File: config.mk
export PLATFORM = sky130hd
export DESIGN_NAME = i3c_engine_arbiter
export DESIGN_NICKNAME = d
export VERILOG_FILES = /design/src/rtl/i3c_pkg.sv /design/src/rtl/i3c_engine_arbiter_rr_arbiter.sv /design/src/rtl/i3c_engine_arbiter.sv
export SDC_FILE = /design/constraint.sdc
export NUM_CORES = 1
export LEC_CHECK = 0
export CAP_MARGIN = 20
export CORE_MARGIN = 2
export CORE_UTILIZATION = 35
export CTS_CLUSTER_DIAMETER = 30
export DETAILED_ROUTE_END_ITERATION = 12
export PLACE_DENSITY = 0.78
export SLEW_MARGIN = 25
export SYNTH_ARGS = -nofsm -noshare
export SYNTH_HDL_FRONTEND = slang
export SYNTH_HIERARCHICAL = 1
export SYNTH_SLANG_ARGS = --single-unit
File: constraint.sdc
create_clock -name i_clk -period 2.3 [get_ports i_clk]
set_clock_uncertainty 0.05 [all_clocks]
set_input_delay 0.23 -clock i_clk [delete_from_list [all_inputs] [get_ports i_clk]]
set_output_delay 0.23 -clock i_clk [all_outputs]
set_load 0.01 [all_outputs]
File: src/rtl/i3c_pkg.sv
// Shared definitions for the I3C controller engine arbiter: engine indices,
// datapath mode codes and the arbiter state encoding.
package i3c_pkg;

  // Register-file address width carried by every engine
  localparam int REGF_ADDR_W = 10;
  localparam int TX_MODE_W   = 3;
  localparam int RX_MODE_W   = 3;

  // Engine slot assignment on the arbiter request vector
  localparam int ENG_ENTHDR  = 0;
  localparam int ENG_DAA     = 1;
  localparam int ENG_SDR     = 2;

  // TX serializer mode codes
  localparam logic [TX_MODE_W-1:0] TX_SERIALIZE = 3'b001;
  localparam logic [TX_MODE_W-1:0] TX_PARITY    = 3'b011;

  // RX deserializer mode codes
  localparam logic [RX_MODE_W-1:0] RX_ACK         = 3'b000;
  localparam logic [RX_MODE_W-1:0] RX_ARBITRATION = 3'b010;

  // Arbiter ownership phases
  typedef enum logic [1:0] {
    ST_IDLE  = 2'd0,
    ST_GRANT = 2'd1,
    ST_BUSY  = 2'd2,
    ST_TURN  = 2'd3
  } arb_state_t;

endpackage

File: src/rtl/i3c_engine_arbiter_rr_arbiter.sv
// Combinational round-robin pick: returns the first requester found when
// scanning upward from the pointer, wrapping from N-1 back to 0.
module rr_arbiter #(
  parameter int N     = 3,
  parameter int PTR_W = $clog2(N)
) (
  input  logic [N-1:0]     i_req,
  input  logic [PTR_W-1:0] i_ptr,
  output logic [N-1:0]     o_gnt,
  output logic [PTR_W-1:0] o_idx,
  output logic             o_valid
);

  // Scan N slots starting at the pointer; the first hit wins
  always_comb begin
    o_gnt   = '0;
    o_idx   = '0;
    o_valid = 1'b0;
    for (int i = 0; i < N; i++) begin
      if (!o_valid && i_req[(int'(i_ptr) + i) % N]) begin
        o_valid                        = 1'b1;
        o_gnt[(int'(i_ptr) + i) % N]   = 1'b1;
        o_idx                          = PTR_W'((int'(i_ptr) + i) % N);
      end
    end
  end

endmodule

File: src/rtl/i3c_engine_arbiter.sv
// Shares the TX serializer, RX deserializer and register-file read port
// between N engine FSMs. One owner at a time, round-robin, with a one-cycle
// turnaround between owners and a watchdog that evicts a hung owner.
module i3c_engine_arbiter
  import i3c_pkg::*;
#(
  parameter int N_ENG          = 3,
  parameter int TIMEOUT_CYCLES = 1023,
  parameter int CNT_W          = 10
) (
  input  logic                         i_clk,
  input  logic                         i_rst_n,
  input  logic [N_ENG-1:0]             i_req,
  input  logic [N_ENG-1:0]             i_done,
  input  logic [N_ENG-1:0]             i_regf_rd_en,
  input  logic [REGF_ADDR_W*N_ENG-1:0] i_regf_addr,
  input  logic [N_ENG-1:0]             i_tx_en,
  input  logic [TX_MODE_W*N_ENG-1:0]   i_tx_mode,
  input  logic [N_ENG-1:0]             i_rx_en,
  input  logic [RX_MODE_W*N_ENG-1:0]   i_rx_mode,
  input  logic                         i_tx_mode_done,
  input  logic                         i_rx_ack_nack,
  output logic [N_ENG-1:0]             o_gnt,
  output logic                         o_regf_rd_en,
  output logic [REGF_ADDR_W-1:0]       o_regf_addr,
  output logic                         o_tx_en,
  output logic [TX_MODE_W-1:0]         o_tx_mode,
  output logic                         o_rx_en,
  output logic [RX_MODE_W-1:0]         o_rx_mode,
  output logic [N_ENG-1:0]             o_tx_mode_done,
  output logic [N_ENG-1:0]             o_rx_ack_nack,
  output logic                         o_busy,
  output logic                         o_timeout
);

  localparam int PTR_W = $clog2(N_ENG);
  // Watchdog saturates here when the timeout is disabled
  localparam logic [CNT_W-1:0] WD_MAX   = '1;
  localparam logic [CNT_W-1:0] WD_LIMIT = CNT_W'(TIMEOUT_CYCLES);
  localparam bit               WD_ON    = (TIMEOUT_CYCLES != 0);

  arb_state_t        r_state;
  arb_state_t        w_state_nxt;
  logic [N_ENG-1:0]  r_gnt;
  logic [PTR_W-1:0]  r_owner;
  logic [PTR_W-1:0]  r_ptr;
  logic [CNT_W-1:0]  r_wdog;

  logic [N_ENG-1:0]  w_pick_gnt;
  logic [PTR_W-1:0]  w_pick_idx;
  logic              w_pick_vld;
  logic              w_owner_done;
  logic              w_wd_expire;
  logic              w_release;
  logic              w_load;

  rr_arbiter #(
    .N     (N_ENG),
    .PTR_W (PTR_W)
  ) u_rr (
    .i_req   (i_req),
    .i_ptr   (r_ptr),
    .o_gnt   (w_pick_gnt),
    .o_idx   (w_pick_idx),
    .o_valid (w_pick_vld)
  );

  // Only the owner's completion pulse counts; other engines are masked off
  assign w_owner_done = |(r_gnt & i_done);
  assign w_wd_expire  = WD_ON && (r_state == ST_BUSY) && (r_wdog == WD_LIMIT);
  // A done coinciding with expiry is treated as a normal completion
  assign w_release    = ((r_state == ST_GRANT) && w_owner_done) ||
                        ((r_state == ST_BUSY) && (w_owner_done || w_wd_expire));
  assign w_load       = (r_state == ST_IDLE) && w_pick_vld;

  // State register
  always_ff @(posedge i_clk or negedge i_rst_n) begin
    if (!i_rst_n) begin
      r_state <= ST_IDLE;
    end else begin
      r_state <= w_state_nxt;
    end
  end

  // Next-state decode
  always_comb begin
    w_state_nxt = r_state;
    unique case (r_state)
      ST_IDLE:  if (w_pick_vld) w_state_nxt = ST_GRANT;
      ST_GRANT: w_state_nxt = w_release ? ST_TURN : ST_BUSY;
      ST_BUSY:  if (w_release) w_state_nxt = ST_TURN;
      ST_TURN:  w_state_nxt = ST_IDLE;
      default:  w_state_nxt = ST_IDLE;
    endcase
  end

  // Grant vector and owner index: loaded on a pick, cleared on release
  always_ff @(posedge i_clk or negedge i_rst_n) begin
    if (!i_rst_n) begin
      r_gnt   <= '0;
      r_owner <= '0;
    end else if (w_load) begin
      r_gnt   <= w_pick_gnt;
      r_owner <= w_pick_idx;
    end else if (w_release) begin
      r_gnt   <= '0;
    end
  end

  // Round-robin pointer moves just past the engine that released
  always_ff @(posedge i_clk or negedge i_rst_n) begin
    if (!i_rst_n) begin
      r_ptr <= '0;
    end else if (w_release) begin
      r_ptr <= (r_owner == PTR_W'(N_ENG - 1)) ? '0 : r_owner + 1'b1;
    end
  end

  // Watchdog: idle cycles since BUSY entry or the last mode-done, saturating
  always_ff @(posedge i_clk or negedge i_rst_n) begin
    if (!i_rst_n) begin
      r_wdog <= '0;
    end else if (r_state == ST_BUSY) begin
      if (i_tx_mode_done) begin
        r_wdog <= '0;
      end else if (r_wdog != WD_MAX) begin
        r_wdog <= r_wdog + 1'b1;
      end
    end else begin
      r_wdog <= '0;
    end
  end

  // Status outputs and AND-OR datapath mux gated by the held grant
  always_comb begin
    o_busy       = (r_state == ST_GRANT) || (r_state == ST_BUSY);
    o_timeout    = w_wd_expire && !w_owner_done;
    o_regf_rd_en = 1'b0;
    o_regf_addr  = '0;
    o_tx_en      = 1'b0;
    o_tx_mode    = '0;
    o_rx_en      = 1'b0;
    o_rx_mode    = '0;
    for (int k = 0; k < N_ENG; k++) begin
      o_regf_rd_en = o_regf_rd_en | (i_regf_rd_en[k] & r_gnt[k]);
      o_regf_addr  = o_regf_addr  |
                     (i_regf_addr[REGF_ADDR_W*k +: REGF_ADDR_W] & {REGF_ADDR_W{r_gnt[k]}});
      o_tx_en      = o_tx_en | (i_tx_en[k] & r_gnt[k]);
      o_tx_mode    = o_tx_mode |
                     (i_tx_mode[TX_MODE_W*k +: TX_MODE_W] & {TX_MODE_W{r_gnt[k]}});
      o_rx_en      = o_rx_en | (i_rx_en[k] & r_gnt[k]);
      o_rx_mode    = o_rx_mode |
                     (i_rx_mode[RX_MODE_W*k +: RX_MODE_W] & {RX_MODE_W{r_gnt[k]}});
    end
  end

  // Feedback reaches the owner only
  assign o_gnt          = r_gnt;
  assign o_tx_mode_done = r_gnt & {N_ENG{i_tx_mode_done}};
  assign o_rx_ack_nack  = r_gnt & {N_ENG{i_rx_ack_nack}};

endmodule

# Yosys cells after proc, flatten, opt, wreduce, memory -nomap -nowiden
# Index checks and enable logic that the tools add are counted.
[totals] ff_bits=19 in_bits=67 output_inout_bits=30 elab_cells=116
[op_classes] addsub=4 div_mod_pow=3 magnitude_cmp=6 n_eq_ne=9 mux=34 bitwise=35 n_reduce_logical=20
[ops] cell="$ge A32 B1 Y1 const B" n=3
[ops] cell="$lt A32 B4 Y1 const B" n=3
[ops] cell="$mod A32 B3 Y32 const B" n=2
[ops] cell="$mod A3 B3 Y32 const B" n=1
[ops] cell="$and A10 B10 Y10" n=3
[ops] cell="$mux W10" n=3
[ops] cell="$and A3 B3 Y3" n=9
[ops] cell="$or A10 B10 Y10" n=2
[ops] cell="$or A3 B3 Y3" n=6
[ops] cell="$mux W3" n=5
[ops] cell="$mux W1" n=13
[ops] cell="$mux W2" n=6
[ops] cell="$add A10 B1 Y10 const B" n=1
[ops] cell="$eq A10 B10 Y1 const B" n=1
[ops] cell="$logic_and A1 B1 Y1" n=10
[ops] cell="$ne A10 B10 Y1 const B" n=1
[ops] cell="$and A1 B1 Y1" n=9
[ops] cell="$pmux W2 S4" n=1
[ops] cell="$bmux W1 S2" n=3
[ops] cell="$demux W1 S2" n=3
[ops] cell="$eq A2 B2 Y1 const B" n=3
[ops] cell="$or A1 B1 Y1" n=6
[ops] cell="$ne A2 B2 Y1 const B" n=2
[ops] cell="$add A2 B1 Y3 const B" n=1
[ops] cell="10 further kinds" n=14

# Depth between registers and ports, before layout
# Gate-level depths: netlist (run 1).
[logic_depth] ltp_word=13 depth_mapped=11 mapped_depth_nobuf=10

# Hierarchy
# Netlist (run 1), hierarchy kept.
[modules_own_cells] module="i3c_engine_arbiter" n_inst=1 cells_each=147 area_each_um2=1336.3 seq_area_each_um2=475.5
[modules_own_cells] module="rr_arbiter" n_inst=1 cells_each=52 area_each_um2=381.6 seq_area_each_um2=0.0

# Worst setup path before layout (run 1)
# Ideal clock, no wire load.
[synth_timing] kind="reg-to-reg" startpoint="register r_ptr[0]" endpoint="register r_state[1]" setup_time_ps=125 t_arrival_ps=1986 required_time_ps=2125 setup_slack_ps=140 path_stages_with_launch=10 n_path_buf=1 synth_period_minus_slack_ps=2160 path_cell_list="dfrtp_1 > inv_1 > ha_1 > clkbuf_8 > a22o_2 > a211oi_1 > o21bai_1 > nand2b_1 > o21ai_0 > mux2_2"
[synth_via] elab_chain_cells=13
[synth_rtl] item="from (decl)" line_no="i3c_engine_arbiter.sv:46" text="logic [PTR_W-1:0] r_ptr;"
[synth_rtl] item="from (signal assigned)" line_no="i3c_engine_arbiter.sv:115" text="r_ptr <= (r_owner == PTR_W'(N_ENG - 1)) ? '0 : r_owner + 1'b1;"
[synth_rtl] item="parallel branches: the longest is 10 deep, another holds $mod A32 B3 Y32"
[synth_rtl] item="$mux W1 *" line_no="i3c_engine_arbiter_rr_arbiter.sv:20" text="if (!o_valid && i_req[(int'(i_ptr) + i) % N]) begin"
[synth_rtl] item="named net w_pick_vld" line_no="i3c_engine_arbiter.sv:51" text="logic w_pick_vld;"
[synth_rtl] item="$ne A2 B2 Y1 (no line) *"
[synth_rtl] item="$reduce_and A2 Y1 (no line) *"
[synth_rtl] item="to (signal assigned)" line_no="i3c_engine_arbiter.sv:81" text="r_state <= w_state_nxt;"
[synth_rtl] item="to (decl)" line_no="i3c_engine_arbiter.sv:42" text="arb_state_t r_state;"
# Mark *: on every way through the listed nets, which the timed path passes. The select of a mux whose other input is x is not followed.
# A chain may end at the register's enable or synchronous reset.

# Worst setup path in the final report (run 1)
[layout_timing] startpoint="register r_ptr[1]" endpoint="register r_state[1]"
# Same word-level chain as after synthesis.

==> metrics.yaml, run 1 <==
timing:
  tightest_slew_ns: 0.505
  setup_viol: 0
  finalHoldViolations: 0
  fmax_ghz: 0.457
  min_period_ns: 2.19
  rsz0062_at_grt: "no"
  setup_slack_ns: 0.111
  slew_violations: 0
  slew_headroom: 0.661
  min_period_over_period: 0.952
power:
  clkPwrFrac: 0.310
  p_per_area_nw_per_um2: 257
  intPower_uw: 585
  combPwrFrac: 0.234
  ir_drop_mv: 0.202
  pwr-share-seq: 0.456
  power.switching_uw: 164
  swShare: 0.219
  p_leak_nw: 1.30
route:
  dr.pass1.iters: 5
  wl_per_cell_um: 15.2
  post-route-drc-count: 0
  ant_nets: 0
  vias: 1970
  drt-vias-per-instance: 5.25
  wl_mm: 5.69
  drt_iter0_markers: 107
floorplanning:
  rows: 25
  start_util: 0.364
  fp.dieH_um: 74.1
  io_pins: 97
  dieWidth_um: 74.1
  core-area_sq_um: 4720
  fp.dieArea_sq_um: 5480
critical_path:
  crit_fanout: 4
  end_kind: "flop"
  crit_path_start: "r_ptr[1]"
  cp-start-kind: "flop"
  cp_data_required_time_ns: 2.39
  path_buf_inv: 1
  crit_type: "reg2reg"
  critical_path.max_stage_delay_ns: 0.38
  rrSetupSlack_ns: 0.11
  cp_slowest_cell: "dfrtp_1"
  arrival_ns: 2.28
  path_cells: "buf_4 > ha_1 > a22o_2 > a211oi_2 > o21bai_1 > nand2b_1 > o21ai_1 > mux2_2"
  rr_startpoint: "r_ptr[1]"
  path_delay_family: "compound AO/OA/AOI/OAI gates"
synth:
  yosysSeqAreaShare: 0.277
  postSynthCellCount: 199
  yosysUniqueCellTypes: 51
  syn_area_sq_um: 1720
  synthTopCellsByArea: "dfrtp_1 (28%), a222oi_1 (12%), ha_1 (6.6%), inv_1 (5.9%), nor2_1 (3.1%)"
  synth_warnings: 6
  yosys_register_bits: 19
  async_flop_share: 1.00
  synth_top_area_share: 0.277
  syn_avg_cell_area_sq_um: 8.63
  ys.flop_type: "dfrtp_1"
  synth_edf_count: 0
  synth_area_leader_cell: "dfrtp_1"
  synthesis.nets: 275
layout:
  nets: 385
  final_common_cell: "clkdlybuf4s50_1"
  fin_area_sq_um: 2910
  diodes: 0
  drive_gt1_frac: 0.123
  final_util: 0.616
  areaGrowthSynthToFinish_pct: 69.4
  layout_common_cells: "clkdlybuf4s50_1 (95), inv_1 (27), a222oi_1 (20), buf_4 (20), dfrtp_1 (18)"
grt:
  antenna_found_initial: 0
  grt_max_degree: 20
  grt-ovfl-total: 0
  grt_pass1_vias: 1864
  grt_pass1_wl_mm: 8.49
  grt_use_total: 0.196
placed_design:
  dpl_cell_area_sq_um: 2840
  gp_congestion: 0.882
  pre_cts_slack_ns: -0.0107
  post-dp-hpwl_mm: 4.56
  port_buffers: 96
cts:
  root_buffer: "clkbuf_8"
  cts_buffers: 3
  clk_pin_slew_ns: 0.07
  cts_sinks: 19
  cts_max_path_buffers: 2
  clock_latency_ns: 0.25
  cts_hold_buf: 0
  tritoncts: "yes"
  htree_num_levels: 1
worst_hold_path:
  hold_path_class: "in2async"
job:
  maxCapViolCount: 0
outcome:
  status: "completed"
-- flip-flops by register name, summed over array words and instances (netlist names) --
register / cells
r_owner: 2
r_ptr: 2
r_wdog: 10
o_gnt: 3
r_state: 2
-- through the flow --
stage	cells	TNS [ns]	hold slack, ns	power (mW)
6_report	375	0	0.254	0.749
3_5_place_dp	370	-0.0107	0.463	0.520
4_1_cts	375	0	0.266	0.752
5_1_grt	375	0	0.284	0.780
2_1_floorplan	199	0	-0.116	0.379
3_3_place_gp	370	0	0.445	0.516
-- cell families (layout without fill, tap and decap cells) --
| kind of cell | Yosys count | in the layout | synth area share |
|---|---|---|---|
| simple gates | 62 | 62 | 0.198 |
| compound gates | 60 | 60 | 0.281 |
| buf+inv | 38 | 147 | 0.0983 |
| flops | 19 | 19 | 0.277 |
| fa+ha+maj | 9 | 9 | 0.0656 |
| mux | 8 | 8 | 0.0648 |
| xor+xnor | 3 | 3 | 0.0153 |
-- power groups by stage --
stage / combinational, mW / sequential [mW] / clock [mW]
2_1_floorplan: 0.0303 / 0.349 / 0
3_3_place_gp: 0.167 / 0.349 / 0
3_5_place_dp: 0.170 / 0.349 / 0
4_1_cts: 0.175 / 0.342 / 0.236
5_1_grt: 0.188 / 0.342 / 0.249
6_report: 0.175 / 0.342 / 0.232
-- final cells by class --
| class | count | area (sq um) |
|---|---|---|
| Clock buffer | 4 | 45.0 |
| Fill cell | 422 | 1810 |
| Inverter | 27 | 101 |
| Multi-Input combinational cell | 142 | 1090 |
| Sequential cell | 19 | 477 |
| Tap cell | 67 | 83.8 |
| Timing Repair Buffer | 116 | 1110 |
-- synth_stat cells (2+ instances only) --
master and number:
inv_1 27, a222oi_1 20, dfrtp_1 19, nor2_1 14, nand2_1 11, a21oi_1 10
ha_1 9, clkbuf_1 7, nand3_1 7, and2_1 6, nand2b_1 6, o21ai_0 5
nor3_1 4, a211oi_1 3, a31oi_1 3, mux2_2 3, nor2b_1 3, and3_1 2
buf_6 2, mux2_1 2, mux2i_4 2, o211ai_1 2, o21bai_1 2, o31ai_1 2
xor2_1 2
-- timing repair --
item,in CTS,in global routing
gates resized for setup,3,4
setup buffers,1,0
endpoints found under the setup margin,2,1
-- final timing paths --
path | end | cells past startpoint
hold reg to reg | r_wdog[8] | 1
hold / removal | r_wdog[6] | 2
setup / recovery | r_state[1] | 8
max in group asynchronous | r_ptr[0] | 2
min in group i_clk | r_wdog[8] | 1
setup reg to reg | r_state[1] | 8
-- metal layers --
metal / wire (um) / track usage
met1: 2330 / 0.238
met2: 2800 / 0.366
met3: 506 / 0.0271
met4: 53 / 0.0404
met5: 0 / 0
No activity file was read; power rests on OpenSTA's default activity.
==> inputs of run 2 (changes only) <==
--- a/config.mk
+++ b/config.mk
@@ -10,6 +10,7 @@
 export CORE_UTILIZATION = 35
 export CTS_CLUSTER_DIAMETER = 30
 export DETAILED_ROUTE_END_ITERATION = 12
+export GPL_TIMING_DRIVEN = 0
 export PLACE_DENSITY = 0.78
 export SLEW_MARGIN = 25
 export SYNTH_ARGS = -nofsm -noshare
==> metrics.yaml, run 2 (synthesis results as in run 1) <==
outcome:
  status: "completed"
cts:
  clock_latency_ns: 0.25
  htree_num_levels: 1
  cts_max_path_buffers: 2
  tritoncts: "yes"
  cts_sinks: 19
  clk_pin_slew_ns: 0.07
  cts_buffers: 3
  root_buffer: "clkbuf_8"
  cts_hold_buf: 0
layout:
  drive_gt1_frac: 0.122
  layout_common_cells: "clkdlybuf4s50_1 (95), inv_1 (27), a222oi_1 (20)"
  top_register: "r_wdog"
  final_common_cell: "clkdlybuf4s50_1"
  fin_area_sq_um: 2890
  final_util: 0.612
  nets: 380
  areaGrowthSynthToFinish_pct: 68.3
  largest_reg_flops: 10
  stdcell_count: 370
  diodes: 0
timing:
  finalHoldViolations: 0
  min_period_ns: 2.18
  fmax_ghz: 0.458
  slew_violations: 0
  whs_ns: 0.411
  setup_viol: 0
  min_period_over_period: 0.950
  tns_ns: 0
  slew_headroom: 0.428
  setup_slack_ns: 0.116
  rsz0062_at_grt: "no"
  tightest_slew_ns: 0.855
grt:
  grt-ovfl-total: 0
  antenna_found_initial: 0
  grt_pass1_wl_mm: 8.12
  grt_max_degree: 20
  grt_use_total: 0.188
  grt_pass1_vias: 1763
critical_path:
  path_delay_family: "compound AO/OA/AOI/OAI gates"
  cp_data_required_time_ns: 2.38
  arrival_ns: 2.27
  critical_path.max_stage_delay_ns: 0.39
  cp-start-kind: "flop"
  path_buf_inv: 2
  crit_type: "reg2reg"
  path_cells: "inv_1 > ha_1 > buf_6 > nand2b_2 > nand2_1 > nor2_1 > o21bai_4 > nand2b_4 > a21bo_2 > o221ai_2 > a22oi_1"
  crit_fanout: 8
  cp_slowest_cell: "dfrtp_1"
  end_kind: "flop"
floorplanning:
  rows: 25
  dieWidth_um: 74.1
  fp.dieH_um: 74.1
  fp.dieArea_sq_um: 5480
  core-area_sq_um: 4720
  start_util: 0.364
  io_pins: 97
worst_hold_path:
  hold_path_class: "in2async"
route:
  post-route-drc-count: 0
  ant_nets: 0
  drt-vias-per-instance: 5.27
  drt_iter0_markers: 110
  wl_per_cell_um: 15.5
  dr.pass1.iters: 6
  wl_mm: 5.73
  vias: 1951
placed_design:
  dpl_cell_area_sq_um: 2760
  placed_cells: 362
  pre_cts_slack_ns: -0.156
  port_buffers: 96
  post-dp-hpwl_mm: 4.39
  gp_congestion: 0.818
power:
  p_leak_nw: 1.27
  p_per_area_nw_per_um2: 258
  power_uw: 747
  ir_drop_mv: 0.242
job:
  maxCapViolCount: 0
## run 2: report_power, final
part           internal, mW  switching (mW)
registers             0.338         0.00401
logic                 0.121          0.0535
clock network         0.123           0.107
## run 2: routing by layer
| metal | share of wire | global-route usage | vias to the layer above |
|---|---|---|---|
| met5 | 0 | 0 | - |
| met4 | 0.011 | 0.0424 | 0 |
| met3 | 0.089 | 0.0393 | 7 |
| met2 | 0.49 | 0.351 | 88 |
| met1 | 0.41 | 0.219 | 902 |
| li1 | - | - | 954 |
## run 2: path summary, 6_finish.rpt
kind | from | to | slack (ns) | cells after the start
hold / removal | i_rst_n | r_wdog[6] | 0.41 | 1
setup reg to reg | r_ptr[1] | r_state[0] | 0.12 | 11
setup / recovery | r_ptr[1] | r_state[0] | 0.12 | 11
min in group i_clk | r_wdog[8] | r_wdog[8] | 0.47 | 1
max in group asynchronous | i_rst_n | r_wdog[3] | 1.26 | 1
hold reg to reg | r_wdog[8] | r_wdog[8] | 0.47 | 1
## run 2: area by class of cell
type / instances / area (sq um)
Multi-Input combinational cell: 142 / 1130
Fill cell: 411 / 1830
Timing Repair Buffer: 100 / 986
Buffer: 11 / 72.6
Clock buffer: 4 / 45.0
Inverter: 27 / 101
Sequential cell: 19 / 475
Tap cell: 67 / 83.8
## run 2: what timing repair did
item	CTS	global route
setup buffers	3	1
hold endpoints to repair	0	0
pin swaps	1	4
resized for setup	9	15
endpoints found under the setup margin	3	6
